<file path="src/rtl/vga_timing_monitor.sv">
// Passive VGA timing checker: recovers pixel coordinates from hsync/vsync and reports lock and timing errors.
// Optional macro VGA_TIMING_MONITOR_DE_CHECK_EN adds a comparison of the generator's valid against de_rec.
module vga_timing_monitor #(
  parameter int H_TOTAL     = 800,
  parameter int H_SYNC      = 96,
  parameter int H_BACK      = 48,
  parameter int V_TOTAL     = 525,
  parameter int V_SYNC      = 2,
  parameter int V_BACK      = 33,
  parameter int LOCK_FRAMES = 2,
  parameter int H_ACTIVE    = 640,
  parameter int V_ACTIVE    = 480
) (
  input  logic       clk,
  input  logic       rst,
  input  logic       hsync,
  input  logic       vsync,
  input  logic       valid,
  output logic [9:0] x_rec,
  output logic [9:0] y_rec,
  output logic       de_rec,
  output logic       locked,
  output logic       err_line,
  output logic       err_frame,
  output logic       de_mismatch,
  output logic [7:0] frame_cnt
);

  localparam logic [9:0] L_H_LAST  = 10'(H_TOTAL - 1);
  localparam logic [9:0] L_H_OVER  = 10'(H_TOTAL);
  localparam logic [9:0] L_V_LAST  = 10'(V_TOTAL - 1);
  localparam logic [9:0] L_H_START = 10'(H_SYNC + H_BACK);
  localparam logic [9:0] L_H_END   = 10'(H_SYNC + H_BACK + H_ACTIVE);
  localparam logic [9:0] L_V_START = 10'(V_SYNC + V_BACK);
  localparam logic [9:0] L_V_END   = 10'(V_SYNC + V_BACK + V_ACTIVE);
  localparam logic [7:0] L_LOCK    = 8'(LOCK_FRAMES);

  typedef enum logic [1:0] {SEARCH, ACQUIRE, LOCKED} state_t;

  state_t     r_state;
  logic       r_hs, r_hs_prev, r_vs, r_vs_prev;
  logic [9:0] r_h_cnt, r_v_cnt;
  logic       r_h_armed;
  logic       w_hfall, w_vfall, w_line_err, w_frame_err, w_de;

  assign w_hfall = r_hs_prev & ~r_hs;
  assign w_vfall = r_vs_prev & ~r_vs;

  // Errors are only meaningful once a line reference exists and the monitor is tracking.
  assign w_line_err  = (r_state != SEARCH) && r_h_armed &&
                       (w_hfall ? (r_h_cnt != L_H_LAST) : (r_h_cnt == L_H_OVER));
  assign w_frame_err = (r_state != SEARCH) && w_vfall && (r_v_cnt != L_V_LAST);
  assign w_de        = (r_state == LOCKED) &&
                       (r_h_cnt >= L_H_START) && (r_h_cnt < L_H_END) &&
                       (r_v_cnt >= L_V_START) && (r_v_cnt < L_V_END);

  always_ff @(posedge clk or posedge rst) begin
    if (rst) begin
      r_hs      <= 1'b1;
      r_hs_prev <= 1'b1;
      r_vs      <= 1'b1;
      r_vs_prev <= 1'b1;
      r_h_cnt   <= '0;
      r_v_cnt   <= '0;
    end else begin
      r_hs      <= hsync;
      r_hs_prev <= r_hs;
      r_vs      <= vsync;
      r_vs_prev <= r_vs;
      if (w_hfall)
        r_h_cnt <= '0;
      else if (r_h_cnt != 10'h3FF)
        r_h_cnt <= r_h_cnt + 10'd1;
      if (w_vfall)
        r_v_cnt <= '0;
      else if (w_hfall && (r_v_cnt != 10'h3FF))
        r_v_cnt <= r_v_cnt + 10'd1;
    end
  end

  // Lock FSM; a registered error pulse drops back to SEARCH on the following cycle.
  always_ff @(posedge clk or posedge rst) begin
    if (rst) begin
      r_state   <= SEARCH;
      r_h_armed <= 1'b0;
      locked    <= 1'b0;
      frame_cnt <= '0;
      err_line  <= 1'b0;
      err_frame <= 1'b0;
    end else begin
      err_line  <= w_line_err;
      err_frame <= w_frame_err;
      if (w_hfall)
        r_h_armed <= 1'b1;
      case (r_state)
        SEARCH: begin
          if (w_vfall)
            r_state <= ACQUIRE;
        end
        ACQUIRE, LOCKED: begin
          if (err_line || err_frame) begin
            r_state   <= SEARCH;
            r_h_armed <= 1'b0;
            locked    <= 1'b0;
            frame_cnt <= '0;
          end else if (w_vfall && !w_frame_err && !w_line_err) begin
            frame_cnt <= frame_cnt + 8'd1;
            if ((r_state == ACQUIRE) && ((frame_cnt + 8'd1) >= L_LOCK)) begin
              r_state <= LOCKED;
              locked  <= 1'b1;
            end
          end
        end
        default: begin
          r_state <= SEARCH;
          locked  <= 1'b0;
        end
      endcase
    end
  end

  always_ff @(posedge clk or posedge rst) begin
    if (rst) begin
      de_rec <= 1'b0;
      x_rec  <= '0;
      y_rec  <= '0;
    end else begin
      de_rec <= w_de;
      x_rec  <= w_de ? (r_h_cnt - L_H_START) : 10'd0;
      y_rec  <= w_de ? (r_v_cnt - L_V_START) : 10'd0;
    end
  end

`ifdef VGA_TIMING_MONITOR_DE_CHECK_EN
  logic r_valid_d1, r_valid_d2;

  // Two stages of delay line valid up with the counters that produce de_rec.
  always_ff @(posedge clk or posedge rst) begin
    if (rst) begin
      r_valid_d1  <= 1'b0;
      r_valid_d2  <= 1'b0;
      de_mismatch <= 1'b0;
    end else begin
      r_valid_d1  <= valid;
      r_valid_d2  <= r_valid_d1;
      de_mismatch <= (r_state == LOCKED) && (w_de != r_valid_d2);
    end
  end
`else
  logic w_unused_valid;
  assign w_unused_valid = valid;
  assign de_mismatch    = 1'b0;
`endif

endmodule

</file>
<file path="config.mk">
export PLATFORM = sky130hd
export DESIGN_NAME = vga_timing_monitor
export DESIGN_NICKNAME = d
export VERILOG_FILES = /design/src/rtl/vga_timing_monitor.sv
export SDC_FILE = /design/constraint.sdc
export NUM_CORES = 1
export LEC_CHECK = 0
export BUFFER_PORTS_ARGS = -buffer_cell sky130_fd_sc_hd__buf_2
export CORE_MARGIN = 1.5
export CORE_UTILIZATION = 35
export DETAILED_ROUTE_END_ITERATION = 8
export PLACE_DENSITY_LB_ADDON = 0.25
export RECOVER_POWER = 50
export SYNTH_ARGS = -nofsm -noshare
export SYNTH_HDL_FRONTEND = slang
export SYNTH_SLANG_ARGS = --single-unit
</file>
<file path="constraint.sdc">
create_clock -name clk -period 2.41 [get_ports clk]
set_input_delay 0.1205 -clock clk [delete_from_list [all_inputs] [get_ports clk]]
set_output_delay 0.1205 -clock clk [all_outputs]
set_load 0.02 [all_outputs]
</file>
======== Word-level counts from Yosys, hierarchy flattened ========
Index checks and enable logic that the tools add are counted.
W data, S select, Z words.
word-level totals
  flip-flop bits (word level) ............. 59
  input bits .............................. 5
  output and inout port bits .............. 33
cells by class
  $add $sub $neg .......................... 5
  magnitude comparators ................... 5
  equality and inequality tests ........... 10
  multiplexer cells ....................... 21
  bitwise logic cells ..................... 5
  reduce and logical (&&, ||, !) cells .... 24
operators with widths
  cell                     number
  $mux W10                 6
  $ne A10 B10 Y1 const B   4
  $add A10 B1 Y10 const B  2
  $lt A10 B10 Y1 const B   2
  $mux W8                  2
  $logic_and A1 B1 Y1      12
  $eq A10 B10 Y1 const B   1
  $ge A10 B6 Y1 const B    1
  $ge A10 B8 Y1 const B    1
  $sub A10 B6 Y10 const B  1
  $sub A10 B8 Y10 const B  1
  $add A8 B1 Y8 const B    1
  $ge A8 B2 Y1 const B     1
  $mux W2                  4
  $reduce_bool A2 Y1       4
  $mux W1                  7
  $ne A3 B3 Y1 const B     2
  $reduce_and A3 Y1        2
  $pmux W2 S2              1
  $not A1 Y1               3
  $and A1 B1 Y1            2
  $eq A2 B1 Y1 const B     1
  $eq A2 B2 Y1 const B     1
  $logic_not A1 Y1         2
  other kinds (6)          6

======== Depth between registers and ports, before layout ========
Gate-level depths: netlist (run 1).
  word-level depth ........................ 10
  gate-level depth with buffers ........... 9

======== Worst setup path after synthesis (run 1) ========
OpenSTA, ideal clock, no wires.
  kind .................................... register to register
  start point ............................. reg frame_cnt[0]
  end point ............................... reg r_state[1]
  arrival ................................. 1.838 ns
  required time ........................... 2.318 ns
  path slack .............................. 0.481 ns
  cell stages (with the launch flop) ...... 8
  path buffers ............................ 0
  period minus slack after synthesis ...... 1.929 ns
  cells stage by stage .................... dfrtp_1 -> ha_1 -> and3_1 -> nor3_1 -> a31oi_1 -> nor4_4 -> nor3_2 -> o31ai_2
between the ends
  longest elaborated chain between the ends .. 5
RTL lines
  element                      RTL line  source
  from (decl)                  26        output logic [7:0] frame_cnt
  from (signal assigned)       107       frame_cnt <= frame_cnt + 8'd1;
  $add A8 B1 Y8                108       if ((r_state == ACQUIRE) && ((frame_cnt + 8'd1) >= L_LOCK)) begin
  $ge A8 B2 Y1                 108
  $logic_and A1 B1 Y1          108
  $ne A3 B3 Y1 (no line)       n/a
  $reduce_and A3 Y1 (no line)  n/a
  to (signal assigned)         102       r_state <= SEARCH;
  to (signal assigned)         109       r_state <= LOCKED;
  to (signal assigned)         115       r_state <= SEARCH;
  to (decl)                    40        state_t r_state;
No other way between the ends.
A chain may end at the register's enable or synchronous reset.

======== Final worst setup path (run 1) ========
  start point ............................. reg r_h_cnt[0]
  end point ............................... reg frame_cnt[1]
between the ends
  longest elaborated chain between the ends .. 7
  elaborated cells between the ends (all ways) .. 8
  classes of those cells .................. 2 x eq/ne; 1 x mux; 5 x reduce/logical
RTL lines
  element                                           RTL line  source
  from (decl)                                       42        logic [9:0] r_h_cnt, r_v_cnt;
  from (signal assigned)                            73        r_h_cnt <= r_h_cnt + 10'd1;
  $eq A10 B10 Y1 or $ne A10 B10 Y1 (tied branches)  51        (w_hfall ? (r_h_cnt != L_H_LAST) : (r_h_cnt == L_H_OVER));
  $mux W1 (*)                                       51
  $logic_and A1 B1 Y1 (*)                           50        assign w_line_err = (r_state != SEARCH) && r_h_armed &&
  $logic_not A1 Y1 (*)                              106       end else if (w_vfall && !w_frame_err && !w_line_err) begin
  $logic_and A1 B1 Y1 (*)                           106
  $reduce_bool A2 Y1 (no line) (*)                  n/a
  $reduce_and A2 Y1 (no line) (*)                   n/a
Mark *: on every way between the ends. The rest lies on a longest branch, timed or not.

==> key figures, run 1 <==
Drt
  – Vias post-DR: approximately 2300
  – DRC: 0
  – Drt initial violations: 84
  – Wire length per cell: 13.8 um
  – Iteration count of the initial detailed-routing pass: 4
  – Post-Route WL: 6.38 mm
  – Via-to-Cell Ratio: 5.02
  – Routed Antenna Nets: 0

Critical path
  – Crit path max fanout: 7
  – CP max stage cell: dfrtp_1
  – Worst Path Buf+Inv: 1
  – Arrival @ worst endpoint: between 2 and 2.5 ns
  – Type of the worst setup path: reg2reg
  – Worst r2r dst: frame_cnt[1]
  – Crit path cell chain: inv_1 > ha_1 > nor3b_1 > and4_1 > o211ai_2 > and2_1 > o21ai_1 > o2bb2ai_1
  – Top delay family on crit path: simple AND/OR/NAND/NOR gates
  – Crit end category: register
  – Crit-path max cell delay: 0.41 ns
  – Reg-to-reg slack, setup: between 0.2 and 0.3 ns
  – Startpoint types: register
  – Worst-case reg-to-reg path depth: 8
  – RR Startpoint: r_h_cnt[0]
  – Crit path required time: 2.67 ns

Flow run
  – Max Cap Viol: 0

Die
  – Die Wd: 96.5 um
  – Die Area: about 9300 um2
  – Starting Density: a little under two fifths
  – Top-level port count: 38
  – Die H: 96.5 um
  – Num rows: 33
  – Core area: 8340 um2

STA
  – Clock period minus worst slack: around 2.1 ns
  – Fin. max-slew vios: 0
  – RSZ-0062 raised after global routing: no
  – Final count of hold timing violations: 0
  – Final Setup Violations: 0
  – Final Cycle Share: roughly nine tenths
  – Setup_tns: 0 ns
  – F_max: 0.466 GHz
  – Final Skew: slightly above 0.008 ns
  – Worst slew pin tran: about 1.1 ns
  – Slew margin rel.: a little over a quarter

Yosys
  – Syn avg cell area: 9.72 um2
  – Cell variety after synth: 52
  – Synth Cell Area: roughly 3000 um2
  – Ys Warns: 0
  – Syn nets: 334
  – Seq/Total Area, Yosys: between 40% and 50%
  – Top FF cell, synth: dfrtp_1
  – Seq cells post-synth: 59
  – Post-Synthesis Cells: 315
  – Asr flop ratio synth: 100%
  – EDFF count, synth: 0

Min path
  – Worst Hold Class: reg2reg
  – WHS Endpoint: r_vs_prev
  – Hold depth: 0
  – Hold_sp: r_vs

Clock network
  – Num CTS Buffers: 9
  – Reg clk slew, reported paths: 0.07 ns
  – CTS tree: yes
  – CTS resizes: 0
  – Clk root buf: clkbuf_8
  – Sink Count: 59
  – H-Tree Depth: 3
  – Post-CTS Setup Bufs: 0
  – Clock latency on the worst-skew pair: 0.34 ns
  – CTS max path bufs: 2

Placed design
  – Placed cell count: 445
  – Port Buf Inserts: 35
  – Placer congestion estimate: 0.839
  – Hpwl dp: 4.54 mm

Global routing
  – Total GRT Usage: 15.2%
  – Vias in the first global route: 2227
  – Initial antenna violation count: 0
  – Largest net degree at the start of global routing: 32
  – Gr ovfl total: 0
  – First-pass GRT wire length: around 11 mm

Finish
  – Final #Nets: 373
  – Final Non-Filler Cells: approximately 460
  – Layout cells sized above 1: 11.1%
  – N_diodes: 0
  – Synth-to-layout area growth: 14.3%

Pwr
  – Static leakage: 1.63 nW
  – PD cells: ~770 nW/um2
  – Worst vdd ir: 0.000285 V

Status
  – Outcome: finished, final reports clean
==> where the power goes <==
group / total [mW] / switching, mW / internal [mW]
registers: 1.18 / 0.0990 / 1.08
clock network: 0.778 / 0.381 / 0.397
logic: 0.733 / 0.459 / 0.274
total: 2.69 / 0.939 / 1.75
==> layout by cell type (no fill, tap or decap), types with 3 or more instances in the layout <==
cell type / netlist / routed
xor2_1: 9 / 9
a21oi_1: 7 / 7
clkbuf_1: 6 / 28
buf_4: 1 / 5
nor2_1: 45 / 45
nor3_1: 8 / 8
nand2b_1: 4 / 4
dlygate4sd3_1: 0 / 3
a41oi_1: 3 / 3
buf_2: 8 / 10
a31oi_1: 8 / 8
and4_1: 5 / 5
nand2_1: 18 / 18
clkinv_2: 0 / 3
xnor2_1: 14 / 14
ha_1: 14 / 14
dfrtp_1: 55 / 55
inv_1: 20 / 20
o21ai_0: 12 / 12
o31ai_1: 3 / 3
nand3_1: 14 / 14
o31a_1: 4 / 4
o21ai_1: 3 / 3
a21o_1: 3 / 3
nand4_1: 3 / 3
clkbuf_8: 0 / 10
and3_1: 4 / 4
nor4_1: 4 / 4
and2_1: 6 / 6
==> cell families after synthesis <==
| kind of cell | after synthesis | share of synthesized area [%] |
|---|---|---|
| other | 1 | 0.123 |
| buffers and inverters | 36 | 4.86 |
| xor gates and xnor gates | 23 | 6.58 |
| adders and majority gates | 14 | 5.72 |
| DFF | 59 | 48.4 |
| and+or+nand+nor | 127 | 21.7 |
| muxes | 1 | 0.327 |
| AOI/OAI and AO/OA | 54 | 12.3 |
==> sequential cells by signal, summed over array words and instances (netlist names) <==
name,count
x_rec,10
r_h_armed,1
err_line,1
r_v_cnt,10
locked,1
r_h_cnt,10
r_vs,1
r_vs_prev,1
r_hs_prev,1
de_rec,1
err_frame,1
y_rec,10
r_state,2
r_hs,1
frame_cnt,8
==> layer usage <==
metal  part of all wire [%]  GRT usage [%]  vias up
met3                    4.4           4.85       11
met4                    1.7           5.80        0
met1                     48           19.6     1124
met5                      0              0        -
met2                     46           23.6       31
li1                       -              -     1165
==> through the flow <==
stage / hold slack (ns) / setup slack, ns / power (mW) / util (%) / instance area (um2)
finish: 0.382 / 0.265 / 2.69 / 41.9 / 3500
global route: 0.386 / 0.0979 / 2.87 / 41.9 / 3500
CTS: 0.375 / 0.252 / 2.73 / 42.5 / 3540
detailed placement: 0.227 / 0.273 / 1.93 / 40.2 / 3350
global placement: 0.229 / 0.324 / 1.92 / 40.2 / 3350
floorplan: 0.125 / 0.481 / 1.74 / - / 3060
==> worst max path at each step <==
stage / startpoint / endpoint / slack [ns] / depth (start not counted)
final: r_h_cnt[0] / frame_cnt[1] / 0.27 / 8
after global routing: rst / r_h_cnt[2] / 0.1 / 4
after CTS: r_h_cnt[0] / frame_cnt[1] / 0.25 / 8
after detailed placement: r_h_cnt[0] / frame_cnt[1] / 0.27 / 8
after global placement: r_h_cnt[0] / frame_cnt[6] / 0.32 / 8
after floorplan: frame_cnt[0] / r_state[1] / 0.48 / 7
==> repair_timing <==
item,CTS,global route
setup endpoints to repair,0,0
hold buffers,3,0
hold endpoints to repair,29,0
==> layout make-up <==
cell class	count	area (um2)
Timing Repair Buffer	44	216
Sequential cell	59	1480
Fill cell	860	4840
Clock buffer	13	149
Inverter	20	75.1
Tap cell	105	131
Clock inverter	3	15.0
Multi-Input combinational cell	220	1430
==> synth_stat cells (2+ instances only) <==
| cell type | number | area [um2] |
|---|---|---|
| a21o_1 | 3 | 22.5 |
| a21oi_1 | 7 | 35.0 |
| a31oi_1 | 8 | 50.1 |
| a41oi_1 | 3 | 26.3 |
| and2_1 | 6 | 37.5 |
| and3_1 | 4 | 25.0 |
| and4_1 | 5 | 43.8 |
| buf_2 | 8 | 40.0 |
| clkbuf_1 | 6 | 22.5 |
| dfrtp_1 | 55 | 1380 |
| dfstp_2 | 4 | 105 |
| ha_1 | 14 | 175 |
| inv_1 | 20 | 75.1 |
| nand2_1 | 18 | 67.6 |
| nand2b_1 | 4 | 25.0 |
| nand3_1 | 14 | 70.1 |
| nand4_1 | 3 | 18.8 |
| nor2_1 | 45 | 169 |
| nor2b_1 | 2 | 12.5 |
| nor3_1 | 8 | 40.0 |
| nor3_2 | 2 | 20.0 |
| nor3b_1 | 2 | 15.0 |
| nor4_1 | 4 | 25.0 |
| o21ai_0 | 12 | 60.1 |
| o21ai_1 | 3 | 15.0 |
| o31a_1 | 4 | 35.0 |
| o31ai_1 | 3 | 22.5 |
| o41ai_1 | 2 | 17.5 |
| or3_1 | 2 | 12.5 |
| xnor2_1 | 14 | 123 |
| xor2_1 | 9 | 78.8 |
(Power assumes the default switching activity.)
==> run 2, diff against run 1 <==
==> constraint.sdc (replaced) <==
create_clock -name clk -period 2.41 [get_ports clk]
set_input_delay 0.482 -clock clk [delete_from_list [all_inputs] [get_ports clk]]
set_output_delay 0.482 -clock clk [all_outputs]
set_load 0.02 [all_outputs]
==> run 2 against run 1 <==
Setup slack improved by 0.039 ns. Sequential share of layout area decreased by 0.52 points. Clock power is 21% higher. Critical path depth is the same. Core utilization is 0.53 points higher. Die area is the same. Highest routed layer unchanged.
==> key figures, run 2 (synthesized netlist as in run 1, its figures left out) <==
Pwr
  – Sw Pwr: 0.951 mW (+1.3%)
  – Clock Power Share: 33.0% (+4.1 points)
  – Worst vdd ir: 0.000240 V (-16%)
  – Sequential share of power: 41.0% (-2.8 points)
  – Static leakage: 1.71 nW (+4.6%)
  – PD cells: 808 nW/um2 (+5.2%)
  – Logic pwr share: 26.0% (-1.3 points)
  – Internal power: 1.91 mW (+9.4%)
  – Switching share of total power: 33.2% (-1.7 points)

Global routing
  – Initial antenna violation count: 0 (unchanged)
  – First-pass GRT wire length: 10.5 mm (-1.9%)
  – Vias in the first global route: 2206 (-0.94%)
  – Total GRT Usage: 15.0% (-0.21 points)
  – Largest net degree at the start of global routing: 60 (+88%)
  – Gr ovfl total: 0 (unchanged)

Die
  – Die H: 96.5 um (unchanged)
  – Core area: 8340 um2 (unchanged)
  – Starting Density: 36.7% (unchanged)
  – Top-level port count: 38 (unchanged)
  – Num rows: 33 (unchanged)
  – Die Area: 9310 um2 (unchanged)
  – Die Wd: 96.5 um (unchanged)

Drt
  – DRC: 0 (unchanged)
  – Iteration count of the initial detailed-routing pass: 4 (unchanged)
  – Drt initial violations: 113 (+35%)
  – Post-Route WL: 6.21 mm (-2.7%)
  – Via-to-Cell Ratio: 4.95 (-1.5%)
  – Wire length per cell: 13.4 um (-2.2%)
  – Routed Antenna Nets: 0 (unchanged)
  – Vias post-DR: 2287 (-1.9%)

STA
  – RSZ-0062 raised after global routing: no
  – Final Skew: 0.00668 ns (-0.00139 ns)
  – Final Setup Violations: 0 (unchanged)
  – Worst slew pin tran: 1.42 ns (+0.322 ns)
  – F_max: 0.475 GHz (+1.9%)
  – Setup_tns: 0 ns (unchanged)
  – Fin. max-slew vios: 0 (unchanged)
  – Clock period minus worst slack: 2.11 ns (-0.0390 ns)
  – Slew margin rel.: 5.58% (-21 points)
  – Final count of hold timing violations: 0 (unchanged)
  – Worst setup margin: 0.304 ns (+0.0390 ns)
  – Final Cycle Share: 87.4% (-1.6 points)

Clock network
  – H-Tree Depth: 3 (unchanged)
  – Post-CTS Hold Buffers: 0 (-3)
  – Num CTS Buffers: 9 (unchanged)
  – Sink Count: 59 (unchanged)
  – Post-CTS Setup Bufs: 0 (unchanged)
  – Clk root buf: clkbuf_8
  – Reg clk slew, reported paths: 0.07 ns (about the same)
  – CTS resizes: 0 (unchanged)
  – Clock latency on the worst-skew pair: 0.34 ns (about the same)
  – CTS tree: yes
  – CTS max path bufs: 2 (unchanged)

Flow run
  – Max Cap Viol: 0 (unchanged)

Critical path
  – Crit-path max cell delay: 0.38 ns (-0.03 ns)
  – Top delay family on crit path: simple AND/OR/NAND/NOR gates
  – Startpoint types: register
  – CP max stage cell: dfrtp_1
  – Crit path required time: 2.61 ns (-0.06 ns)
  – Crit end category: register
  – Crit path cell chain: inv_1 > ha_1 > nor3b_1 > and4_1 > o211ai_2 > nand2_2 > o311ai_0 > nand3_1
  – Type of the worst setup path: reg2reg
  – Arrival @ worst endpoint: 2.31 ns (-0.10 ns)
  – Crit path max fanout: 7 (unchanged)
  – Worst Path Buf+Inv: 1 (unchanged)

Finish
  – Synth-to-layout area growth: 15.7%
  – Area of the multi-input gates: 1430 um2 (unchanged)
  – FF+latch area: 1480 um2 (unchanged)
  – Final Non-Filler Cells: 462 (-0.43%)
  – Most frequent cells in the layout: 55 x dfrtp_1, 45 x nor2_1, 24 x buf_2
  – Number of fill cells: 850 (-1.2%)
  – Post-route cell area: 3540 um2 (+1.3%)
  – Post-Route Utilization: 42.5% (+0.53 points)
  – N_diodes: 0 (unchanged)
  – Layout cells sized above 1: 16.2% (+5.1 points)
  – Most common cell after layout, fill and taps aside: dfrtp_1
  – Final #Nets: 371 (-0.54%)

Placed design
  – Post-Place Worst Slack: 0.321 ns (+0.0486 ns)
  – Placer congestion estimate: 0.863 (+2.8%)
  – Placed cell count: 446 (+0.22%)
  – Post-Place Cell Area: 3360 um2 (+0.22%)
  – Hpwl dp: 4.40 mm (-3.2%)
  – Port Buf Inserts: 35 (unchanged)

Min path
  – Worst Hold Class: in2reg

Status
  – Outcome: finished, final reports clean
## run 2: cell type report
class	count	area share [%]
Tap cell	105	3.71
Clock buffer	12	4.66
Timing Repair Buffer	42	5.97
Sequential cell	59	41.8
Multi-Input combinational cell	220	40.4
Inverter	20	2.12
Clock inverter	4	1.34
## run 2: worst reg2reg max path, stage by stage (launching register included)
cell	delay, ns
dfrtp_1	0.38
inv_1	0.10
ha_1	0.20
nor3b_1	0.15
and4_1	0.22
o211ai_2	0.33
nand2_2	0.17
o311ai_0	0.32
nand3_1	0.11
## run 2: routing by layer
layer	routed length (um)	vias up	track usage [%]
li1	-	1159	-
met1	3000	1096	19.2
met2	2880	25	23.0
met3	234	7	4.93
met4	98	0	6.40
met5	0	-	0
## run 2: final timing paths
kind | startpoint | depth (start not counted) | slack, ns | to
hold reg to reg | r_vs | 0 | 0.38 | r_vs_prev
min in group asynchronous | rst | 3 | 0.61 | err_frame
setup reg to reg | r_h_cnt[0] | 8 | 0.30 | frame_cnt[6]
max in group asynchronous | rst | 3 | 0.95 | de_rec
setup / recovery | r_h_cnt[0] | 8 | 0.30 | frame_cnt[6]
hold / removal | vsync | 1 | 0.25 | r_vs
## run 2: power groups by stage
stage | sequential [mW] | clock [mW] | combinational [mW]
after floorplan | 1.20 | 0 | 0.540
after global placement | 1.19 | 0 | 0.733
after detailed placement | 1.19 | 0 | 0.742
after CTS | 1.17 | 0.975 | 0.747
after global routing | 1.19 | 1.03 | 0.837
final | 1.17 | 0.945 | 0.744
## run 2: stage by stage
step	power, mW	hold WS [ns]
final	2.86	0.245
after global routing	3.06	0.221
after CTS	2.90	0.200
after detailed placement	1.93	0.363
after global placement	1.92	0.362
after floorplan	1.74	0.358
==> run 3, diff against run 2 <==
--- a/config.mk
+++ b/config.mk
@@ -7,10 +7,11 @@
 export LEC_CHECK = 0
 export BUFFER_PORTS_ARGS = -buffer_cell sky130_fd_sc_hd__buf_2
 export CORE_MARGIN = 1.5
-export CORE_UTILIZATION = 35
+export CORE_UTILIZATION = 58
 export DETAILED_ROUTE_END_ITERATION = 8
 export PLACE_DENSITY_LB_ADDON = 0.25
 export RECOVER_POWER = 50
+export SLEW_MARGIN = 40
 export SYNTH_ARGS = -nofsm -noshare
 export SYNTH_HDL_FRONTEND = slang
 export SYNTH_SLANG_ARGS = --single-unit
==> run 3 against run 2 <==
Clock skew increased by 0.00086 ns. Via count rose by 1.9%. Count of clock-buffer cells in the layout down 1. Flip-flop and latch count unchanged. Critical endpoint unchanged.
==> key figures, run 3 (synthesized netlist as in run 1, its figures left out) <==
STA
  – Final Skew: 0.00754 ns (+0.000860 ns)
  – Final Cycle Share: 87.4% (about the same)
  – RSZ-0062 raised after global routing: no
  – Setup_tns: 0 ns (unchanged)
  – Worst slew pin tran: 1.39 ns (-0.0277 ns)
  – Clock period minus worst slack: 2.11 ns (+0.000523 ns)
  – F_max: 0.475 GHz (about the same)
  – Fin. max-slew vios: 0 (unchanged)
  – Final count of hold timing violations: 0 (unchanged)
  – Slew margin rel.: 7.42% (+1.8 points)
  – Final Setup Violations: 0 (unchanged)

Critical path
  – Top delay family on crit path: simple AND/OR/NAND/NOR gates
  – Type of the worst setup path: reg2reg
  – Worst Path Buf+Inv: 1 (unchanged)
  – Crit path required time: 2.62 ns (about the same)
  – Arrival @ worst endpoint: 2.32 ns (about the same)
  – Startpoint types: register
  – Crit path cell chain: inv_1 > ha_1 > nor3b_1 > and4_1 > o211ai_2 > nand2_2 > o311ai_0 > nand3_1
  – Crit path max fanout: 6 (-1)
  – Crit-path max cell delay: 0.39 ns (about the same)
  – CP max stage cell: dfrtp_1
  – Crit end category: register

Drt
  – Wire length per cell: 14.0 um (+4.4%)
  – Iteration count of the initial detailed-routing pass: 5 (+1)
  – Via-to-Cell Ratio: 5.47 (+10%)
  – Post-Route WL: 5.98 mm (-3.8%)
  – Drt initial violations: 217 (+92%)
  – Vias post-DR: 2330 (+1.9%)
  – DRC: 0 (unchanged)
  – Routed Antenna Nets: 0 (unchanged)

Clock network
  – CTS tree: yes
  – Reg clk slew, reported paths: 0.07 ns (about the same)
  – Num CTS Buffers: 9 (unchanged)
  – Post-CTS Setup Bufs: 0 (unchanged)
  – Clock latency on the worst-skew pair: 0.34 ns (about the same)
  – Post-CTS Hold Buffers: 0 (unchanged)
  – Sink Count: 59 (unchanged)
  – Clk root buf: clkbuf_8
  – H-Tree Depth: 3 (unchanged)
  – CTS resizes: 0 (unchanged)
  – CTS max path bufs: 2 (unchanged)

Die
  – Starting Density: 59.9% (+23 points)
  – Die Wd: 75.6 um (-22%)
  – Num rows: 26 (-21%)
  – Die Area: 5720 um2 (-39%)
  – Core area: 5110 um2 (-39%)
  – Top-level port count: 38 (unchanged)
  – Die H: 75.6 um (-22%)

Pwr
  – PD cells: 835 nW/um2 (+3.3%)
  – Power, Total: 2.92 mW (+2.0%)
  – Worst vdd ir: 0.000445 V (+85%)
  – Static leakage: 1.70 nW (-0.26%)

Status
  – Outcome: finished, final reports clean

Global routing
  – Initial antenna violation count: 0 (unchanged)
  – Gr ovfl total: 0 (unchanged)
  – Vias in the first global route: 2094 (-5.1%)
  – First-pass GRT wire length: 9.89 mm (-5.4%)
  – Largest net degree at the start of global routing: 60 (unchanged)
  – Total GRT Usage: 23.7% (+8.7 points)

Finish
  – Final Non-Filler Cells: 426 (-7.8%)
  – Final #Nets: 370 (-0.27%)
  – N_diodes: 0 (unchanged)
  – Synth-to-layout area growth: 14.3%
  – Most common cell after layout, fill and taps aside: dfrtp_1
  – Layout cells sized above 1: 15.7% (-0.52 points)
  – Most frequent cells in the layout: 55 x dfrtp_1, 45 x nor2_1, 24 x buf_2

Placed design
  – Port Buf Inserts: 35 (unchanged)
  – Placer congestion estimate: 0.870 (+0.83%)
  – Hpwl dp: 4.24 mm (-3.8%)
  – Placed cell count: 410 (-8.1%)

Min path
  – Worst Hold Class: in2reg

Flow run
  – Max Cap Viol: 0 (unchanged)
-- run 3: cell type report --
type / count / area [um2]
Sequential cell: 59 / 1480
Multi-Input combinational cell: 220 / 1430
Inverter: 20 / 75.1
Tap cell: 70 / 87.6
Clock inverter: 5 / 77.6
Fill cell: 402 / 1610
Clock buffer: 11 / 141
Timing Repair Buffer: 41 / 204
-- run 3: path summary, 6_finish.rpt --
| check | startpoint | endpoint | slack (ns) | cells after the start |
|---|---|---|---|---|
| hold / removal | vsync | r_vs | 0.24 | 1 |
| max in group asynchronous | rst | r_h_armed | 0.98 | 3 |
| setup reg to reg | r_h_cnt[0] | frame_cnt[6] | 0.30 | 8 |
| min in group asynchronous | rst | r_v_cnt[8] | 0.61 | 3 |
| hold reg to reg | r_vs | r_vs_prev | 0.38 | 0 |
| setup / recovery | r_h_cnt[0] | frame_cnt[6] | 0.30 | 8 |
-- run 3: layer usage --
metal / wire length (um) / share of wire [%] / track usage (%) / up-vias
li1: - / - / - / 1154
met1: 2600 / 44 / 31.1 / 1114
met2: 3030 / 51 / 37.3 / 54
met3: 231 / 3.9 / 4.50 / 8
met4: 112 / 1.9 / 12.9 / 0
met5: 0 / 0 / 0 / -
-- run 3: stage by stage --
stage / setup slack, ns / hold slack [ns] / cell area (um2) / util, %
final: 0.304 / 0.239 / 3500 / 68.5
after detailed placement: 0.304 / 0.365 / 3290 / 64.5
after CTS: 0.306 / 0.223 / 3510 / 68.8
after global routing: 0.140 / 0.226 / 3500 / 68.5
after global placement: 0.378 / 0.362 / 3290 / 64.5
after floorplan: 0.478 / 0.358 / 3060 / -
-- run 3: power by group --
group          total, mW  internal [mW]  leakage (nW)  switching [mW]
combinational      0.738          0.276         0.798           0.462
clock               1.00          0.607         0.109           0.398
sequential          1.18           1.08         0.795           0.100
